**src/rtl/hvac_pkg.sv**
```systemverilog
// rtl/hvac_pkg.sv - shared types and constants for the climate-control sequencer
//
// Purpose: state encoding, temperature width, frost threshold and the
// setpoint clamp helper used by hvac_sequencer.
// Optional feature macro consumed elsewhere: FROST_PROTECT_EN.
package hvac_pkg;

  localparam int TEMP_W   = 5;
  localparam int TEMP_MAX = (1 << TEMP_W) - 1;

  // Temperatures at or below this value count as frost danger.
  localparam logic [TEMP_W-1:0] FROST_TEMP = TEMP_W'(4);

  typedef enum logic [1:0] {
    IDLE = 2'd0,
    HEAT = 2'd1,
    COOL = 2'd2,
    LOCK = 2'd3
  } state_t;

  // Keeps the setpoint inside [lo, hi] so sp +/- hysteresis never leaves 0..31.
  function automatic logic [TEMP_W-1:0] clamp_setpoint(
    input logic [TEMP_W-1:0] value,
    input logic [TEMP_W-1:0] lo,
    input logic [TEMP_W-1:0] hi
  );
    if (value < lo) begin
      return lo;
    end else if (value > hi) begin
      return hi;
    end
    return value;
  endfunction

endpackage

```
**src/rtl/hvac_timer.sv**
```systemverilog
// rtl/hvac_timer.sv - clearable saturating up-counter with terminal-count compare
//
// Purpose: shared episode timer; counts up each cycle until it reaches i_tc,
// then holds. i_clear has priority over counting.
// Ports:
//   i_clk    in  1  clock, rising edge
//   i_rst    in  1  asynchronous active-high reset
//   i_clear  in  1  synchronous clear to zero
//   i_tc     in  W  terminal count (saturation value)
//   o_at_tc  out 1  counter equals i_tc
module hvac_timer #(
  parameter int W = 3
) (
  input  logic         i_clk,
  input  logic         i_rst,
  input  logic         i_clear,
  input  logic [W-1:0] i_tc,
  output logic         o_at_tc
);

  logic [W-1:0] r_count;

  always_ff @(posedge i_clk or posedge i_rst) begin
    if (i_rst) begin
      r_count <= '0;
    end else if (i_clear) begin
      r_count <= '0;
    end else if (r_count != i_tc) begin
      r_count <= r_count + 1'b1;
    end
  end

  assign o_at_tc = (r_count == i_tc);

endmodule

```
**src/rtl/hvac_sequencer.sv**
```systemverilog
// rtl/hvac_sequencer.sv - heating/cooling sequencer with hysteresis, min run and lockout
//
// Purpose: decides when heating or cooling is driven from the temperature and a
// programmable setpoint. Episodes last at least MIN_RUN cycles and are always
// followed by LOCKOUT cycles with both outputs off.
// Optional feature: define FROST_PROTECT_EN to force heating at or below the
// frost threshold regardless of i_enable.
// Ports:
//   i_clk            in  1  system clock, rising edge
//   i_rst            in  1  asynchronous active-high reset
//   i_enable         in  1  climate control enabled
//   i_temperature    in  5  current temperature, unsigned degrees
//   i_setpoint       in  5  new setpoint value
//   i_setpoint_load  in  1  one-cycle strobe capturing i_setpoint
//   o_heating        out 1  heater on
//   o_cooling        out 1  cooler on
//   o_state          out 2  0 IDLE, 1 HEAT, 2 COOL, 3 LOCK
//   o_locked         out 1  high while in LOCK
module hvac_sequencer
  import hvac_pkg::*;
#(
  parameter int HYST       = 2,
  parameter int MIN_RUN    = 8,
  parameter int LOCKOUT    = 4,
  parameter int SP_DEFAULT = 20
) (
  input  logic              i_clk,
  input  logic              i_rst,
  input  logic              i_enable,
  input  logic [TEMP_W-1:0] i_temperature,
  input  logic [TEMP_W-1:0] i_setpoint,
  input  logic              i_setpoint_load,
  output logic              o_heating,
  output logic              o_cooling,
  output logic [1:0]        o_state,
  output logic              o_locked
);

  localparam int RUN_MAX = (MIN_RUN > LOCKOUT) ? MIN_RUN : LOCKOUT;
  localparam int TW      = (RUN_MAX > 2) ? $clog2(RUN_MAX) : 1;

  localparam logic [TW-1:0]     RUN_TC  = TW'(MIN_RUN - 1);
  localparam logic [TW-1:0]     LOCK_TC = TW'(LOCKOUT - 1);
  localparam logic [TEMP_W-1:0] SP_LO   = TEMP_W'(HYST);
  localparam logic [TEMP_W-1:0] SP_HI   = TEMP_W'(TEMP_MAX - HYST);
  localparam logic [TEMP_W-1:0] SP_RST  = TEMP_W'(SP_DEFAULT);

  state_t            r_state;
  state_t            w_next_state;
  logic [TEMP_W-1:0] r_sp;

  logic [TEMP_W:0]   w_temp_ext;
  logic [TEMP_W:0]   w_lo;
  logic [TEMP_W:0]   w_hi;
  logic              w_cold;
  logic              w_hot;
  logic              w_frost;
  logic              w_timer_clear;
  logic [TW-1:0]     w_timer_tc;
  logic              w_at_tc;

  // One bit of headroom so sp +/- HYST can never wrap.
  assign w_temp_ext = {1'b0, i_temperature};
  assign w_lo       = {1'b0, r_sp} - (TEMP_W+1)'(HYST);
  assign w_hi       = {1'b0, r_sp} + (TEMP_W+1)'(HYST);
  assign w_cold     = (w_temp_ext < w_lo);
  assign w_hot      = (w_temp_ext > w_hi);

`ifdef FROST_PROTECT_EN
  assign w_frost = (i_temperature <= FROST_TEMP);
`else
  assign w_frost = 1'b0;
`endif

  // Setpoint register; same-cycle comparisons see the old value.
  always_ff @(posedge i_clk or posedge i_rst) begin
    if (i_rst) begin
      r_sp <= SP_RST;
    end else if (i_setpoint_load) begin
      r_sp <= clamp_setpoint(i_setpoint, SP_LO, SP_HI);
    end
  end

  always_ff @(posedge i_clk or posedge i_rst) begin
    if (i_rst) begin
      r_state <= IDLE;
    end else begin
      r_state <= w_next_state;
    end
  end

  always_comb begin
    w_next_state = r_state;
    case (r_state)
      IDLE: begin
        if ((i_enable && w_cold) || w_frost) begin
          w_next_state = HEAT;
        end else if (i_enable && w_hot) begin
          w_next_state = COOL;
        end
      end
      HEAT: begin
        // Frost danger keeps the heater running through a disable.
        if ((!i_enable && !w_frost) || ((i_temperature >= r_sp) && w_at_tc)) begin
          w_next_state = LOCK;
        end
      end
      COOL: begin
        if (!i_enable || ((i_temperature <= r_sp) && w_at_tc)) begin
          w_next_state = LOCK;
        end
      end
      LOCK: begin
        if (w_at_tc) begin
          w_next_state = IDLE;
        end
      end
      default: w_next_state = IDLE;
    endcase
  end

  // The single timer restarts on every state change, so each phase counts from
  // zero; it is held at zero while idle.
  assign w_timer_clear = (w_next_state != r_state) || (r_state == IDLE);
  assign w_timer_tc    = (r_state == LOCK) ? LOCK_TC : RUN_TC;

  hvac_timer #(
    .W (TW)
  ) u_timer (
    .i_clk   (i_clk),
    .i_rst   (i_rst),
    .i_clear (w_timer_clear),
    .i_tc    (w_timer_tc),
    .o_at_tc (w_at_tc)
  );

  assign o_state   = r_state;
  assign o_heating = (r_state == HEAT);
  assign o_cooling = (r_state == COOL);
  assign o_locked  = (r_state == LOCK);

endmodule

```
**config.mk**
```make
export PLATFORM = sky130hd
export DESIGN_NAME = hvac_sequencer
export DESIGN_NICKNAME = d
export VERILOG_FILES = /design/src/rtl/hvac_pkg.sv /design/src/rtl/hvac_timer.sv /design/src/rtl/hvac_sequencer.sv
export SDC_FILE = /design/constraint.sdc
export NUM_CORES = 1
export LEC_CHECK = 0
export CORE_AREA = 8 8 55 57
export CTS_BUF_LIST = sky130_fd_sc_hd__clkbuf_8
export DETAILED_ROUTE_END_ITERATION = 10
export DIE_AREA = 0 0 63 65
export GPL_TIMING_DRIVEN = 0
export HOLD_SLACK_MARGIN = 0.05
export PLACE_DENSITY = 0.74
export SETUP_SLACK_MARGIN = 0.1
export SLEW_MARGIN = 20
export SYNTH_ARGS = -nofsm -noshare
export SYNTH_HDL_FRONTEND = slang
export SYNTH_SLANG_ARGS = --single-unit
export TNS_END_PERCENT = 100
```
**constraint.sdc**
```tcl
create_clock -name i_clk -period 2.8 [get_ports i_clk]
set_clock_uncertainty 0.15 [all_clocks]
set_input_delay 0.84 -clock i_clk [delete_from_list [all_inputs] [get_ports i_clk]]
set_output_delay 0.84 -clock i_clk [all_outputs]
set_load 0.02 [all_outputs]
```
### After elaboration in Yosys (flattened, before gate mapping)

Index checks and enable logic that the tools add are counted.

| word-level totals | value |
|---|---|
| register bits | 10 |
| input bits | 14 |
| logic and storage cells | 43 |

| cells by class | value |
|---|---|
| multiplexer cells | 15 |
| add/subtract/negate cells | 3 |
| eq/ne operators | 6 |
| order comparisons | 6 |
| reduce and logical (&&, ||, !) cells | 10 |

Operator list:

| kind | number |
|---|---|
| $mux 5 | 3 |
| $mux 2 | 5 |
| $mux 3 | 3 |
| $pmux 2 s4 | 1 |
| $add 5x2->6 const B | 1 |
| $gt 5x6->1 | 1 |
| $lt 5x6->1 | 1 |
| $sub 5x2->6 const B | 1 |
| $ge 5x5->1 | 1 |
| $gt 5x5->1 const B | 1 |
| $le 5x5->1 | 1 |
| $lt 5x2->1 const B | 1 |
| $eq 2x2->1 const B | 2 |
| $logic_and 1x1->1 | 4 |
| $add 3x1->3 const B | 1 |
| $eq 3x3->1 | 1 |
| $logic_or 1x1->1 | 3 |
| $mux 1 | 3 |
| $ne 3x3->1 | 1 |
| $eq 2x1->1 const B | 1 |
| $logic_not 2->1 | 1 |
| $ne 2x2->1 | 1 |
| $reduce_bool 2->1 | 1 |
| $logic_not 1->1 | 1 |

### Longest topological paths before layout

| logic depth | value |
|---|---|
| word-level depth | 10 |
| mapped depth | 8 |

### Modules after synthesis

From an unflattened synthesis, not the netlist that was laid out.

| second synthesis, totals | value |
|---|---|
| cell total of the unflattened synthesis | 124 |
| area total of the unflattened synthesis | 998.5 um^2 |

By module, submodules not included:

| module | area an instance (um^2) | cells an instance | instances | seq. area each (um^2) |
|---|---|---|---|---|
| hvac_sequencer | 788.3 | 101 | 1 | 177.7 |
| hvac_timer | 210.2 | 23 | 1 | 75.1 |

### Worst setup path before layout

No wires, ideal clock.

| path | value |
|---|---|
| path type | input port to flip-flop |
| start point | in i_temperature[4] |
| end point | reg u_timer.r_count[0] |
| required time | 2556 ps |
| setup time | 94 ps |
| cell stages on the path | 5 |
| path buffers | 0 |
| slack | 624 ps |
| arrival | 1932 ps |
| cell sequence | ha_1 -> a21oi_1 -> o21ai_1 -> o31a_1 -> a211oi_1 |

| between the ends | value |
|---|---|
| longest elaborated chain between the ends | 8 |
| elaborated cells between the ends (all ways) | 19 |

Ends and longest elaborated chain:

| item | line | text |
|---|---|---|
| start, declared | hvac_sequencer.sv:30 | `input logic [TEMP_W-1:0] i_temperature,` |
| $gt 5x6->1, or another cell as far along | hvac_sequencer.sv:67 | `assign w_hot = (w_temp_ext > w_hi);` |
| $logic_and 1x1->1, on equally long branches | hvac_sequencer.sv:98, hvac_sequencer.sv:104, hvac_sequencer.sv:109 |  |
| $mux 2, or another cell as far along | hvac_sequencer.sv:98 | `end else if (i_enable && w_hot) begin` |
| $mux 2, on equally long branches | hvac_sequencer.sv:96, hvac_sequencer.sv:104, hvac_sequencer.sv:109 |  |
| $pmux 2 s4 (*) | hvac_sequencer.sv:94 | `case (r_state)` |
| $ne 2x2->1 (*) | hvac_sequencer.sv:124 | `assign w_timer_clear = (w_next_state != r_state) \|\| (r_state == IDLE);` |
| $logic_or 1x1->1 (*) | hvac_sequencer.sv:124 |  |
| $mux 3 or $reduce_bool 2->1 (tied branches) | - |  |
| end signal, assigned | hvac_timer.sv:29 | `r_count <= r_count + 1'b1;` |
| end, declared | hvac_timer.sv:21 | `logic [W-1:0] r_count;` |

Mark *: on every way between the ends. The rest lies on a longest branch, timed or not.
A chain may end at the register's enable or synchronous reset.

### Final worst setup path

| path | value |
|---|---|
| start point | in i_temperature[4] |
| end point | reg u_timer.r_count[1] |

Same word-level chain as after synthesis.

==> impl.org <==
** Global route
- Via count of the first global-routing pass :: 946
- The first global-routing pass estimated just over 4000 um of wire.
- Global route overflow :: 0
- Entering global routing, the biggest net connects 11 pins.
- The initial antenna violation count is 0.
- Global-route total usage across every layer :: 11.8%

** Critical path
- Series of cell instances along the critical path :: clkdlybuf4s50_1, ha_1, a21oi_1, o21ai_1, o31a_1, a211oi_1
- Crit. End Element :: register
- Along the worst path, the maximum fanout reaches 4.
- Grouping stages by cell kind, the critical path spends the most delay in compound AO/OA/AOI/OAI gates.
- The worst register-to-register path has a depth of 7.
- Slack of the worst reg-to-reg path :: around 610 ps
- Maximum cell stage delay along the critical path :: around 490 ps
- Slowest stage cell, crit path :: sky130_fd_sc_hd__clkdlybuf4s50_1
- Worst EP required :: 2790 ps
- In this run the critical register-to-register path is captured at o_state[1]$_DFF_PP0_.
- Data arrives at the worst endpoint at around 2600 ps.
- Worst flop-to-flop path startpoint :: r_sp[2]$_DFFE_PP1P_
- The critical path is of the primary input to register type.
- Counting both buffers and inverters, the worst setup path holds a total of 1.
- The worst setup path is launched from a primary input.

** Layout
- At the end of the flow, the number of nets in the layout was roughly 170.
- Ant. Diodes :: 0
- The filler cells instantiated in the layout total around 190.
- Final core area utilization :: approximately 60%
- Cells with a size suffix above 1 make up between 10% and 20% of the layout.
- Final standard cell area without fillers :: about 1300 um^2
- Layout Area Growth over Synthesis :: 24.2%

** Synth
- Sorting the synthesized cells by area gives the leading types as sky130_fd_sc_hd__dfrtp_1 (19%), sky130_fd_sc_hd__ha_1 (18%), sky130_fd_sc_hd__dfstp_2 (5.0%).
- Synthesis instantiated 46 different standard cells from the library.
- The synthesized design contains 10 register bits.
- Synth async-reset ratio :: 100%
- Of the post-synthesis cell area, the dominant cell type holds about a fifth.
- Synthesized Nets :: between 100 and 150
- In the synthesized netlist the dominant register cell turns out to be sky130_fd_sc_hd__dfrtp_1.
- In this run the cell area of the synthesized design comes to approximately 1000 um^2.
- Summed over all instances, the cell type with the most area after synthesis is sky130_fd_sc_hd__dfrtp_1.
- The synthesized design contains 0 enable-type register cells.
- Synth Instances :: around 120
- The average instance in the mapped netlist occupies just under 9 um^2.
- Number of warnings issued by yosys :: 0
- For this run, the register share of the synthesized area comes to roughly a quarter.

** Place
- At the end of routability-driven placement, the weighted congestion stood at roughly 0.81.
- Half-perimeter wire length of the detailed placement result :: 1920 um
- DP Worst Slack :: -70.3 ps
- The placed instances occupy a cell area of between 1000 and 1500 um^2.
- During placement, the flow inserted port buffers numbering 17.

** Clock network
- Clk root buf :: sky130_fd_sc_hd__clkbuf_8
- CTS-repair resized insts :: 1
- Clock insertion delay at the later pin of the skew report :: around 230 ps
- Number of buffers created by CTS :: 3
- No sink is reached through more buffers than the 2 on the longest clock path.
- TritonCTS clock tree :: done
- CTS sink count :: 10
- H-tree level count :: 1
- The number of setup buffers added after CTS is 0.
- Number of buffers added to fix hold violations after cts :: 0
- Clock-pin slew was measured on the worst setup and hold paths at around 50 ps.

** Power
- For this design the ratio of total power to cell area is between 600 and 700 nW/um^2.
- Leakage power :: about 0.55 nW
- Overall power consumption after layout is estimated at between 800 and 900 uW.
- Worst ir drop on vdd :: 0.373 mV

** Timing
- Unrepaired setup endpoints after global routing :: no
- The final count of hold timing violations came to 0.
- The worst path needs 2610 ps of the cycle, external delays included.
- Once routing completed, OpenROAD measured the worst setup slack at between 150 and 200 ps.
- Number of failing setup endpoints in the final timing report :: 0
- Timing would allow up to approximately 0.38 GHz.
- Hold Slack :: about 370 ps
- After layout, the worst path uses slightly above 90% of the clock period.
- Max-slew violations :: 0
- For the pin with the worst max-slew slack, the measured transition is 448 ps.
- In this run the tightest slew margin relative to its limit is 69.8%.

** Floorplanning
- The die covers roughly 4100 um^2.
- Die extent in y :: roughly 65 um
- In this run the core area contains 17 standard-cell rows.
- Initial Util :: between 40% and 50%
- The core region is 2150 um^2.
- X dimension of the die :: ~63 um
- Number of top-level design ports :: 19

** Status
- Result of the run :: finished clean

** Detailed routing
- Average wire length per cell after detail routing :: between 10 and 15 um
- Remaining routing DRC violations :: 0
- The final route contains 932 vias.
- The final layout contains routed wiring with a total length of about 2300 um.
- Number of detailed-routing iterations run before antenna repair :: 4
- Remaining antenna violation count :: 0
- After the first detailed-routing iteration, the DRC count stood at 23.
- Post-DR vias/cell :: ~5.6

** Min path
- The worst hold path begins at r_sp[0]$_DFFE_PP0P_.
- Hold Path Class :: register to register
- Count of cells along the worst hold path :: 1
- Endpoint of the worst hold-timing path :: r_sp[0]$_DFFE_PP0P_

** Flow run
- Max-cap violations in this run came to 0.
[report_power, final]
part	internal, mW	leakage (nW)	switching, mW
registers	0.186	0.114	0.0349
clock network	0.0959	0.0269	0.0561
logic	0.245	0.408	0.263
total	0.527	0.549	0.354
[routing by layer]
layer	GRT usage (%)	routed length, um	vias to the layer above
met1	13.8	1010	424
met4	3.70	21	0
met2	20.6	1160	25
met5	0	0	-
li1	-	-	481
met3	3.09	128	2
[area by class of cell]
type,count,area [um^2],area share [%]
clock inverters,1,3.75,0.290
repair buffers,17,169,13.1
multi-input cells,95,733,56.7
well taps,28,35.0,2.71
plain buffers,4,23.8,1.84
inverters,9,33.8,2.61
flip-flops and latches,10,253,19.6
clock buffers,3,41.3,3.19
[flip-flops by register name, summed over array words and instances (netlist names)]
register         count
o_state              2
r_sp                 5
u_timer.r_count      3
[placed cells by master (no fill, tap or decap), drive strengths merged, types with 5 or more instances in the layout]
master,instances
a21oi,5
dfrtp,8
o21ai,7
clkbuf,5
clkdlybuf4s50,16
inv,10
nand2,9
ha,15
nor2,10
[how the worst max path moves through the flow]
| stage | slack, ps | end | from | cells past startpoint |
|---|---|---|---|---|
| after floorplan | 620 | u_timer.r_count[0]$_DFFE_PP0P_ | i_temperature[4] | 5 |
| after global placement | 9 | u_timer.r_count[1]$_DFFE_PP0P_ | i_temperature[4] | 6 |
| after detailed placement | -70 | u_timer.r_count[1]$_DFFE_PP0P_ | i_temperature[4] | 6 |
| after CTS | 160 | o_locked | o_state[1]$_DFF_PP0_ | 3 |
| after global routing | 100 | u_timer.r_count[0]$_DFFE_PP0P_ | i_temperature[2] | 6 |
| final | 190 | u_timer.r_count[1]$_DFFE_PP0P_ | i_temperature[4] | 6 |
[logic make-up (layout without fill, tap and decap cells)]
logic type                 count (synthesis)  count (layout)  share of synthesized area (%)
and+or+nand+nor                           37              37                           19.1
AOI/OAI and AO/OA                         36              36                           26.7
adders and majority gates                 15              15                           18.0
buffers and inverters                     13              34                           5.29
DFF                                       10              10                           24.3
xor gates and xnor gates                   4               4                           3.37
muxes                                      3               3                           3.24
[Yosys cell counts, types with 2 or more instances]
cell / number
sky130_fd_sc_hd__o21ai_0: 6
sky130_fd_sc_hd__a31oi_1: 2
sky130_fd_sc_hd__o31a_1: 2
sky130_fd_sc_hd__xnor2_1: 4
sky130_fd_sc_hd__nand2_1: 9
sky130_fd_sc_hd__dfrtp_1: 8
sky130_fd_sc_hd__nand4_1: 2
sky130_fd_sc_hd__nor2_1: 9
sky130_fd_sc_hd__o211ai_1: 2
sky130_fd_sc_hd__dfstp_2: 2
sky130_fd_sc_hd__mux2_2: 3
sky130_fd_sc_hd__a22oi_1: 2
sky130_fd_sc_hd__inv_1: 9
sky130_fd_sc_hd__nand3_1: 2
sky130_fd_sc_hd__nor2b_1: 4
sky130_fd_sc_hd__a211oi_1: 3
sky130_fd_sc_hd__ha_1: 15
sky130_fd_sc_hd__a21oi_1: 5
sky130_fd_sc_hd__buf_2: 2
[per-stage QoR]
stage / setup TNS (ps) / std cells
after floorplan: 0 / 118
after global placement: 0 / 163
after detailed placement: -139 / 163
after CTS: 0 / 167
after global routing: 0 / 167
final: 0 / 167
(Power assumes the default switching activity.)
